File: src/rtl/mat2x2_operand_loader.sv
// ---------------------------------------------------------------------------
// mat2x2_operand_loader
//
// Upstream feeder for the 2x2 matrix multiplier. Collects the eight signed
// operands of one product (A=[a b;c d], B=[e f;g h]) from a serial
// valid/ready stream and presents them in parallel. Once a frame is complete
// it issues a one-cycle start pulse and holds the operands stable until the
// multiplier reports done. Frames of the wrong length and a multiplier that
// never completes are flagged with one-cycle error pulses.
//
// Parameters
//   DW       operand width (signed), must match the multiplier input width
//   TMO_CYC  cycles allowed in WAIT without done before a timeout (>= 4)
//
// Ports
//   clk          clock, rising edge
//   reset_n      asynchronous active-low reset
//   s_valid      upstream operand valid
//   s_ready      loader accepts an operand this cycle
//   s_data       signed operand, frame order a,b,c,d,e,f,g,h
//   s_last       marks the 8th (h) element of a frame
//   a..h         operand registers driving the multiplier
//   start        one-cycle pulse to the multiplier
//   done         multiplier completion
//   busy         high whenever the loader is not in LOAD
//   err_len      one-cycle pulse: short or long frame, frame dropped
//   err_tmo      one-cycle pulse: done not seen within TMO_CYC cycles
// ---------------------------------------------------------------------------
`timescale 1ns/1ps

module mat2x2_operand_loader #(
    parameter int DW      = 16,
    parameter int TMO_CYC = 8
) (
    input  logic                 clk,
    input  logic                 reset_n,
    input  logic                 s_valid,
    output logic                 s_ready,
    input  logic signed [DW-1:0] s_data,
    input  logic                 s_last,
    output logic signed [DW-1:0] a,
    output logic signed [DW-1:0] b,
    output logic signed [DW-1:0] c,
    output logic signed [DW-1:0] d,
    output logic signed [DW-1:0] e,
    output logic signed [DW-1:0] f,
    output logic signed [DW-1:0] g,
    output logic signed [DW-1:0] h,
    output logic                 start,
    input  logic                 done,
    output logic                 busy,
    output logic                 err_len,
    output logic                 err_tmo
);

    localparam int             CW       = $clog2(TMO_CYC + 1);
    localparam logic [CW-1:0]  TMO_LAST = CW'(TMO_CYC - 1);

    typedef enum logic [1:0] {
        ST_LOAD  = 2'd0,
        ST_ISSUE = 2'd1,
        ST_WAIT  = 2'd2
    } state_t;

    state_t               r_state;
    logic [2:0]           r_idx;
    logic [CW-1:0]        r_tmoCnt;
    logic signed [DW-1:0] r_op [8];
    logic                 r_start;
    logic                 r_errLen;
    logic                 r_errTmo;
    logic                 w_xfer;

    // Ready is gated by reset_n so nothing is accepted while reset is held,
    // even though the state register already reads LOAD.
    assign s_ready = (r_state == ST_LOAD) && reset_n;
    assign w_xfer  = s_valid && s_ready;
    assign busy    = (r_state != ST_LOAD);

    assign start   = r_start;
    assign err_len = r_errLen;
    assign err_tmo = r_errTmo;

    assign a = r_op[0];
    assign b = r_op[1];
    assign c = r_op[2];
    assign d = r_op[3];
    assign e = r_op[4];
    assign f = r_op[5];
    assign g = r_op[6];
    assign h = r_op[7];

    // Main controller. LOAD gathers operands by index, ISSUE fires start for
    // exactly one cycle, WAIT counts toward the timeout until done arrives.
    // Operand registers are only written on a LOAD transfer, so they stay
    // frozen through ISSUE and WAIT. A dropped frame may leave partial data
    // behind; that is harmless because the multiplier samples only on start.
    // Pulse outputs default low each cycle so they can never stretch.
    always_ff @(posedge clk or negedge reset_n) begin
        if (!reset_n) begin
            r_state  <= ST_LOAD;
            r_idx    <= '0;
            r_tmoCnt <= '0;
            r_start  <= 1'b0;
            r_errLen <= 1'b0;
            r_errTmo <= 1'b0;
            for (int i = 0; i < 8; i++) begin
                r_op[i] <= '0;
            end
        end else begin
            r_start  <= 1'b0;
            r_errLen <= 1'b0;
            r_errTmo <= 1'b0;
            case (r_state)
                ST_LOAD: begin
                    if (w_xfer) begin
                        r_op[r_idx] <= s_data;
                        if ((r_idx == 3'd7) && s_last) begin
                            r_idx   <= '0;
                            r_start <= 1'b1;
                            r_state <= ST_ISSUE;
                        end else if ((r_idx == 3'd7) || s_last) begin
                            // short frame (early last) or long frame (no last on h)
                            r_idx    <= '0;
                            r_errLen <= 1'b1;
                        end else begin
                            r_idx <= r_idx + 3'd1;
                        end
                    end
                end
                ST_ISSUE: begin
                    r_tmoCnt <= '0;
                    r_state  <= ST_WAIT;
                end
                ST_WAIT: begin
                    r_tmoCnt <= r_tmoCnt + CW'(1);
                    // done takes priority over a timeout in the same cycle
                    if (done) begin
                        r_state <= ST_LOAD;
                    end else if (r_tmoCnt == TMO_LAST) begin
                        r_errTmo <= 1'b1;
                        r_state  <= ST_LOAD;
                    end
                end
                default: begin
                    r_state <= ST_LOAD;
                end
            endcase
        end
    end

endmodule

File: config.mk
export PLATFORM = sky130hd
export DESIGN_NAME = mat2x2_operand_loader
export DESIGN_NICKNAME = d
export VERILOG_FILES = /design/src/rtl/mat2x2_operand_loader.sv
export SDC_FILE = /design/constraint.sdc
export NUM_CORES = 1
export LEC_CHECK = 0
export CAP_MARGIN = 20
export CELL_PAD_IN_SITES_DETAIL_PLACEMENT = 1
export CELL_PAD_IN_SITES_GLOBAL_PLACEMENT = 2
export CORE_MARGIN = 4
export CORE_UTILIZATION = 36
export DETAILED_ROUTE_END_ITERATION = 7
export GPL_TIMING_DRIVEN = 0
export PLACE_DENSITY_LB_ADDON = 0.1
export RECOVER_POWER = 50
export SYNTH_ARGS = -nofsm -noshare
export SYNTH_HDL_FRONTEND = slang
export SYNTH_SLANG_ARGS = --single-unit
File: constraint.sdc
create_clock -name clk -period 5.8 [get_ports clk]
set_clock_uncertainty 0.15 [all_clocks]
set_input_delay 1.16 -clock clk [delete_from_list [all_inputs] [get_ports clk]]
set_output_delay 1.16 -clock clk [all_outputs]
set_load 0.03 [all_outputs]
==> results of run 1 <==
[worst reg2reg max path: cells and delay by family, from the launching register on]
family                   cells  cell delay, ns
multiplexers                 1            0.39
AND/OR/NAND/NOR              2            0.82
buffers and inverters        2            0.57
adder cells (fa/ha/maj)      1            0.35
flip-flops                   1            0.40
[synth_stat cells, types with 2 or more instances]
cell type	count	area share, %
sky130_fd_sc_hd__dfrtp_1	140	63
sky130_fd_sc_hd__o21ai_0	5	0.45
sky130_fd_sc_hd__mux2_2	110	22
sky130_fd_sc_hd__nor3_2	2	0.36
sky130_fd_sc_hd__nand3_1	10	0.90
sky130_fd_sc_hd__nand3b_1	5	0.67
sky130_fd_sc_hd__or4_1	2	0.27
sky130_fd_sc_hd__mux2_4	20	5.4
sky130_fd_sc_hd__nand2_1	3	0.20
sky130_fd_sc_hd__ha_1	10	2.2
sky130_fd_sc_hd__buf_2	6	0.54
sky130_fd_sc_hd__buf_12	2	0.72
sky130_fd_sc_hd__nor2_1	6	0.40
sky130_fd_sc_hd__buf_6	2	0.40
sky130_fd_sc_hd__inv_1	11	0.74
[worst max path at each step]
stage / from / end / slack [ns] / cells after the start
4_1_cts: reset_n / s_ready / 1.89 / 3
2_1_floorplan: reset_n / s_ready / 3.12 / 1
6_report: reset_n / s_ready / 1.95 / 3
3_3_place_gp: reset_n / d[13] / -3.66 / 5
3_5_place_dp: reset_n / s_ready / 1.90 / 3
5_1_grt: reset_n / s_ready / 1.83 / 3
[state kept, by name, summed over array words and instances (netlist names)]
signal,cells
a,16
b,16
c,16
d,16
e,16
err_len,1
err_tmo,1
f,16
g,16
h,16
r_idx,3
r_state,2
r_tmoCnt,4
start,1
[cell type report]
class | count | area (µm²)
fillers | 1461 | 7290
flip-flops and latches | 140 | 3500
multi-input cells | 180 | 1900
repair buffers | 154 | 1540
clock buffers | 18 | 439
well taps | 188 | 235
clock inverters | 13 | 126
plain buffers | 12 | 121
inverters | 12 | 45.0
[metrics by stage]
stage / total power [mW] / TNS (ns)
after detailed placement: 3.19 / 0
after floorplan: 2.43 / 0
after global routing: 4.36 / 0
after CTS: 4.25 / 0
after global placement: 3.15 / -750.66
final: 4.15 / 0
[where the power goes]
group / internal [mW] / leakage [nW] / switching, mW
sequential: 1.27 / 1.84 / 0.167
clock: 0.635 / 0.277 / 0.404
combinational: 0.767 / 1.66 / 0.912
[per-layer routing]
layer | track usage (%) | part of all wire (%) | vias up
li1 | - | - | 1560
met1 | 20.7 | 43 | 1826
met2 | 28.0 | 50 | 97
met3 | 5.21 | 5.4 | 14
met4 | 4.85 | 1.2 | 0
met5 | 0 | 0 | -
[logic make-up after synthesis]
logic type / Yosys count / synth area share (%)
compound gates: 9 / 1.05
fa+ha+maj: 10 / 2.24
buf+inv: 24 / 3.12
flops: 140 / 62.8
mux: 130 / 27.6
simple gates: 31 / 3.23
==> flow_results.org, run 1 <==
** CTS
- Buffers inserted during clock tree synthesis total 17.
- After clock tree synthesis, the clock-pin slew on the worst setup and hold paths is 0.06 ns.
- Number of gates resized after cts :: 0
- Deepest level of the CTS H-tree :: 4
- The number of hold buffers added after CTS was 0.
- CTS tree :: built
- # clock sinks :: 140
- Clock latency on the worst-skew pair, taken at its later pin, is 0.41 ns.
- No sink is reached through more buffers than the 2 on the longest clock path.
- CTS root buffer :: sky130_fd_sc_hd__clkbuf_16
- In this run the post-CTS setup repair buffer count came out at 0.

** Global route
- The total overflow left after global routing is 0.
- The number of global-route vias before repair was 3865.
- The initial antenna violation count came to 0.
- Total global routing track utilization :: 16.7%
- Entering global routing, the biggest net connects 85 pins.
- The first global-routing pass estimated 22600 µm of wire.

** Floorplan
- DIE HEIGHT :: 133 µm
- Die width :: 133 µm
- Initial cell density of the core :: 36.7%
- 154 I/O pins were placed.
- Die area :: 17600 µm²
- Core Box Area :: 15200 µm²
- In this run the core area contains 45 standard-cell rows.

** Finish
- With fillers left out, the area of the finished cells amounts to 7910 µm².
- After the flow finishes, the layout carries non-filler instances totaling 717.
- Fraction of final layout cells sized beyond drive strength 1 :: 33.5%
- In the layout the commonest cells are sky130_fd_sc_hd__dfrtp_1 (140), sky130_fd_sc_hd__mux2_2 (110), sky130_fd_sc_hd__clkdlybuf4s50_1 (101), sky130_fd_sc_hd__dlygate4sd3_1 (51), sky130_fd_sc_hd__mux2_4 (20).
- Leaving out fill and tap cells, the most frequent cell in the layout is sky130_fd_sc_hd__dfrtp_1.
- Cells fill 52.0% of the core in the end.
- Final-stage net count :: 548
- Antenna fix cells :: 0
- Area growth from synthesis to layout :: 41.8%

** Setup path
- Data arrives at the worst endpoint at 2.54 ns.
- The startpoint identified for the worst register-to-register timing path is r_state[0].
- STA classifies the critical path endpoint as a primary output.
- Crit-path max FO :: 62
- For the worst setup path, the data required time is 4.49 ns.
- The signal on the critical path passes through buf_6, and2_2, clkdlybuf4s50_1.
- Reg2reg end :: f[7]
- Critical Path Start Type :: input pin
- The critical path in this run is classified as in2out.
- Together, buffers and inverters on the worst path number 2.
- In this design, the stage delay of the slowest critical-path cell is 0.67 ns.
- Reg2Reg Setup Slack :: 3.01 ns
- Measured in cells, the most critical reg-to-reg path has a length of 6.
- Dominant delay contributor by cell family on the critical path :: buffers and inverters
- Cell at the slowest stage of the critical path :: sky130_fd_sc_hd__clkdlybuf4s50_1

** Routing
- DRC violations left :: 0
- Average wire length per cell after detail routing :: 19.9 µm
- DRC violation total after the first TritonRoute iteration :: 110
- Post-DRT Antenna Nets :: 0
- The routed layout has 3497 vias.
- Dividing the detail-routed via count by the number of cells gives 4.88.
- For this block, the routed nets add up to 14300 µm of wire.
- Detailed Routing Iterations Pass 1 :: 3

** Synthesis
- Number of storage elements in the synthesis netlist :: 140
- Synthesis produced 344 cells.
- Number of flops mapped to enable cells by yosys :: 0
- Netlist area before placement :: 5580 µm²
- Of all flip-flops after synthesis, the portion carrying an async set or reset was 100%.
- The most used flip-flop cell after synthesis is sky130_fd_sc_hd__dfrtp_1.
- Portion of the post-synthesis area used by sequential elements :: 62.8%
- Post-synthesis area per instance :: 16.2 µm²
- Count of yosys warnings during synthesis :: 0
- Nets in the synthesized netlist :: 375
- The synthesized netlist contains 25 unique library cells.

** Timing
- The smallest clock period supported by the final layout is computed as 3.85 ns.
- Count of final setup violators :: 0
- Measured against its own limit, the worst slew margin works out to -37.2%.
- Share of the cycle needed by the critical path after routing :: 66.4%
- The count of final hold-check violations is 0.
- On the final layout, the worst hold slack is 0.347 ns.
- Transition time at the pin with the least slew margin :: 2.06 ns
- After layout, the worst setup slack is 1.95 ns.
- Final slew viol count :: 85
- Setup repair after global routing left no endpoint under its margin.
- Max Clock Freq :: 260 MHz

** Place
- Dpl hpwl :: 10100 µm
- Area post-placement :: 7380 µm²
- Number of port buffers :: 153
- The congestion estimate from routability-driven global placement came to 0.715.
- Cell count after placement :: 686
- Before CTS, the worst setup slack after placement is 1.90 ns.

** Min path
- For hold timing, the worst endpoint is h[12].
- Worst min-delay path class :: reg2reg
- In this run the most critical hold path is launched from h[12].
- Along the worst hold path, the cell count comes to 1.

** Power
- Lkg Pwr :: 3.78 nW
- For this design the ratio of total power to cell area is 525 nW/µm².
- Across the VDD grid, the largest voltage drop is 0.261 mV.

** Flow run
- Across the run, the number of max-cap violations was 1.

** Status
- The checks that failed: max-capacitance violations, max-slew violations.
- Run status :: finished with violations
Note: power is estimated with default switching activity, not from simulation.
==> inputs of run 2 (changes only) <==
--- a/config.mk
+++ b/config.mk
@@ -9,7 +9,7 @@
 export CELL_PAD_IN_SITES_DETAIL_PLACEMENT = 1
 export CELL_PAD_IN_SITES_GLOBAL_PLACEMENT = 2
 export CORE_MARGIN = 4
-export CORE_UTILIZATION = 36
+export CORE_UTILIZATION = 33
 export DETAILED_ROUTE_END_ITERATION = 7
 export GPL_TIMING_DRIVEN = 0
 export PLACE_DENSITY_LB_ADDON = 0.1
==> constraint.sdc (replaced) <==
create_clock -name clk -period 3.98 [get_ports clk]
set_clock_uncertainty 0.15 [all_clocks]
set_input_delay 0.796 -clock clk [delete_from_list [all_inputs] [get_ports clk]]
set_output_delay 0.796 -clock clk [all_outputs]
set_load 0.03 [all_outputs]
==> flow_results.org, run 2 (synthesized netlist as in run 1, its figures left out) <==
** Setup path
- Crit-path max FO :: 67 (+8.1%)
- The worst setup path is launched from an input pin.
- The critical path goes through buf_6, and2_2, clkdlybuf4s50_1.
- The slowest stage of the critical path is the sky130_fd_sc_hd__clkdlybuf4s50_1 cell.
- Slowest Stage Delay on Critical Path :: 0.67 ns (about the same)
- WP data required :: 3.03 ns (-1.46 ns)
- The worst setup path is captured at a primary output.
- The buffer and inverter count on the worst path is 2 (unchanged).
- Crit Path Class :: in2out
- Among cell families on the critical path, the largest total delay comes from buffers and inverters.
- The worst endpoint data arrival time is 2.21 ns (-0.33 ns).

** Flow run
- Number of violations of the max-capacitance limit :: 1 (unchanged)

** Routing
- Total number of vias :: 3473 (-0.69%)
- DRT Wirelength :: 14500 µm (+1.7%)
- The first-pass iteration count of the detailed router is 4 (+1).
- DRC violations left :: 0 (unchanged)
- The starting DRC count in detailed routing came to 79 (-28%).
- The ratio of routed vias to standard cells was 4.63 (-5.1%).
- Average wire length per cell after detail routing :: 19.4 µm (-2.8%)
- The remaining number of nets flagged by the antenna check after routing is 0 (unchanged).

** Min path
- Worst min-delay path class :: in2async

** Timing
- Clock period minus final worst setup slack :: 3.16 ns
- Max transition margin :: -29.3% (+8.0 points)
- Share of the cycle needed by the critical path after routing :: 79.3%
- The final setup TNS came to 0 ns (unchanged).
- Count of final setup violators :: 0 (unchanged)
- Final-report hold violation count :: 0 (unchanged)
- Based on the critical path, the design can be clocked at up to 317 MHz.
- The measured slew at the worst slew-check pin was 1.94 ns (-0.120 ns).
- The count of final max-slew check failures came to 80 (-5.9%).
- Setup repair after global routing left no endpoint under its margin.

** Finish
- Post-Layout Inst Area :: 8010 µm² (+1.3%)
- The share of post-route cells with drive strength above 1 is 33.2% (-0.25 points).
- In the layout the commonest cells are sky130_fd_sc_hd__dfrtp_1 (140), sky130_fd_sc_hd__mux2_2 (110), sky130_fd_sc_hd__clkdlybuf4s50_1 (98), sky130_fd_sc_hd__dlygate4sd3_1 (54), sky130_fd_sc_hd__mux2_4 (20).
- The final core area utilization was 48.3% (-3.7 points).
- The number of antenna repair diodes came to 0 (unchanged).
- The library cell used most frequently in the layout, excluding fill and tap cells, is sky130_fd_sc_hd__dfrtp_1.
- The count of nets after finishing is 548 (unchanged).
- The number of standard cells in the layout, taps in and fillers out came to 750 (+4.6%).
- Area growth from synthesis to layout :: 43.6%

** Floorplan
- The I/O pin count was 154 (unchanged).
- The row count is 47 (+4.4%).
- Core Box Area :: 16600 µm² (+9.1%)
- DIE HEIGHT :: 138 µm (+4.2%)
- Die width :: 138 µm (+4.2%)
- Initial cell density of the core :: 33.7% (-3.1 points)
- The die area is 19100 µm² (+8.5%).

** CTS
- # clock sinks :: 140 (unchanged)
- TritonCTS built the clock tree.
- Deepest level of the CTS H-tree :: 4 (unchanged)
- The total setup buffers inserted after CTS came to 0 (unchanged).
- Maximum buffer depth of the clock tree :: 2 (unchanged)
- The total clock buffers created by CTS was 17 (unchanged).
- CTS root buffer :: sky130_fd_sc_hd__clkbuf_16
- The clock-pin slew of the registers on the worst-case setup and hold paths came to 0.06 ns (about the same).
- The worst-skew pair later-pin latency came to 0.41 ns (about the same).
- The number of buffers inserted for hold repair after clock tree synthesis is 0 (unchanged).
- Number of gates resized after cts :: 0 (unchanged)

** Place
- Number of port buffers :: 153 (unchanged)
- The detailed-placement wirelength estimate is 10200 µm (+1.7%).
- The instance area at placement came to 7420 µm² (+0.54%).
- Routability congestion estimate from global placement :: 0.716 (+0.15%)
- Cell count after placement :: 718 (+4.7%)

** Power
- Power density relative to cell area :: 771 nW/µm² (+47%)
- The maximum resistive drop on vdd is 0.300 mV (+15%).
- Lkg Pwr :: 3.81 nW (+0.61%)
- Total chip power :: 6.18 mW (+49%)

** Global route
- Largest net degree at the start of global routing :: 80 (-5.9%)
- The global routing usage summed across all routing layers is 15.7% (-0.92 points).
- The initial antenna violation count was 0 (unchanged).
- Global-route congestion overflow total :: 0 (unchanged)
- The wire length of the first global-routing pass is 23200 µm (+2.8%).
- Vias in the first global route :: 3946 (+2.1%)

** Status
- The flow ran to the end, but the final reports show violations.
- Violated checks :: max-capacitance violations, max-slew violations
==> run 2: cell types whose count changed in the layout (fill, tap and decap cells not counted), moves of 2 or more <==
cell,before,now
sky130_fd_sc_hd__bufinv_16,2,4
sky130_fd_sc_hd__clkbuf_1,2,4
sky130_fd_sc_hd__clkdlybuf4s50_1,101,98
sky130_fd_sc_hd__clkinv_2,7,3
sky130_fd_sc_hd__dlygate4sd3_1,51,54
==> run 2: path summary, 6_finish.rpt <==
check / startpoint / end / slack (ns) / depth (start not counted)
max in group asynchronous: reset_n / d[10] / 1.18 / 2
hold reg to reg: f[12] / f[12] / 0.35 / 1
setup / recovery: reset_n / s_ready / 0.82 / 3
hold / removal: reset_n / c[11] / 0.21 / 1
setup reg to reg: r_state[0] / f[13] / 1.14 / 6
min in group clk: f[12] / f[12] / 0.35 / 1
==> run 2: report_power, final <==
group	switching (mW)	internal, mW
clock	0.581	1.06
sequential	0.236	1.85
combinational	1.34	1.11
total	2.16	4.02
==> run 2: layout make-up <==
cell class | instances | area, µm²
fill | 1641 | 8570
sequential | 140 | 3500
multi-input combinational | 180 | 1900
timing repair buffer | 154 | 1540
clock buffer | 21 | 450
tap | 220 | 275
clock inverter | 11 | 168
buffer | 12 | 129
inverter | 12 | 45.0
==> run 2: through the flow <==
stage,hold WS (ns),setup slack [ns]
after global placement,0.337,-5.24
after detailed placement,0.345,0.359
after global routing,0.251,0.568
after CTS,0.232,0.757
after floorplan,0.339,1.75
final,0.208,0.823
==> run 2: per-layer routing <==
| layer | wire length [µm] | vias up | global-route usage, % |
|---|---|---|---|
| li1 | - | 1564 | - |
| met1 | 6240 | 1798 | 19.3 |
| met2 | 7350 | 95 | 26.5 |
| met3 | 738 | 16 | 5.01 |
| met4 | 193 | 0 | 5.15 |
| met5 | 0 | - | 0 |
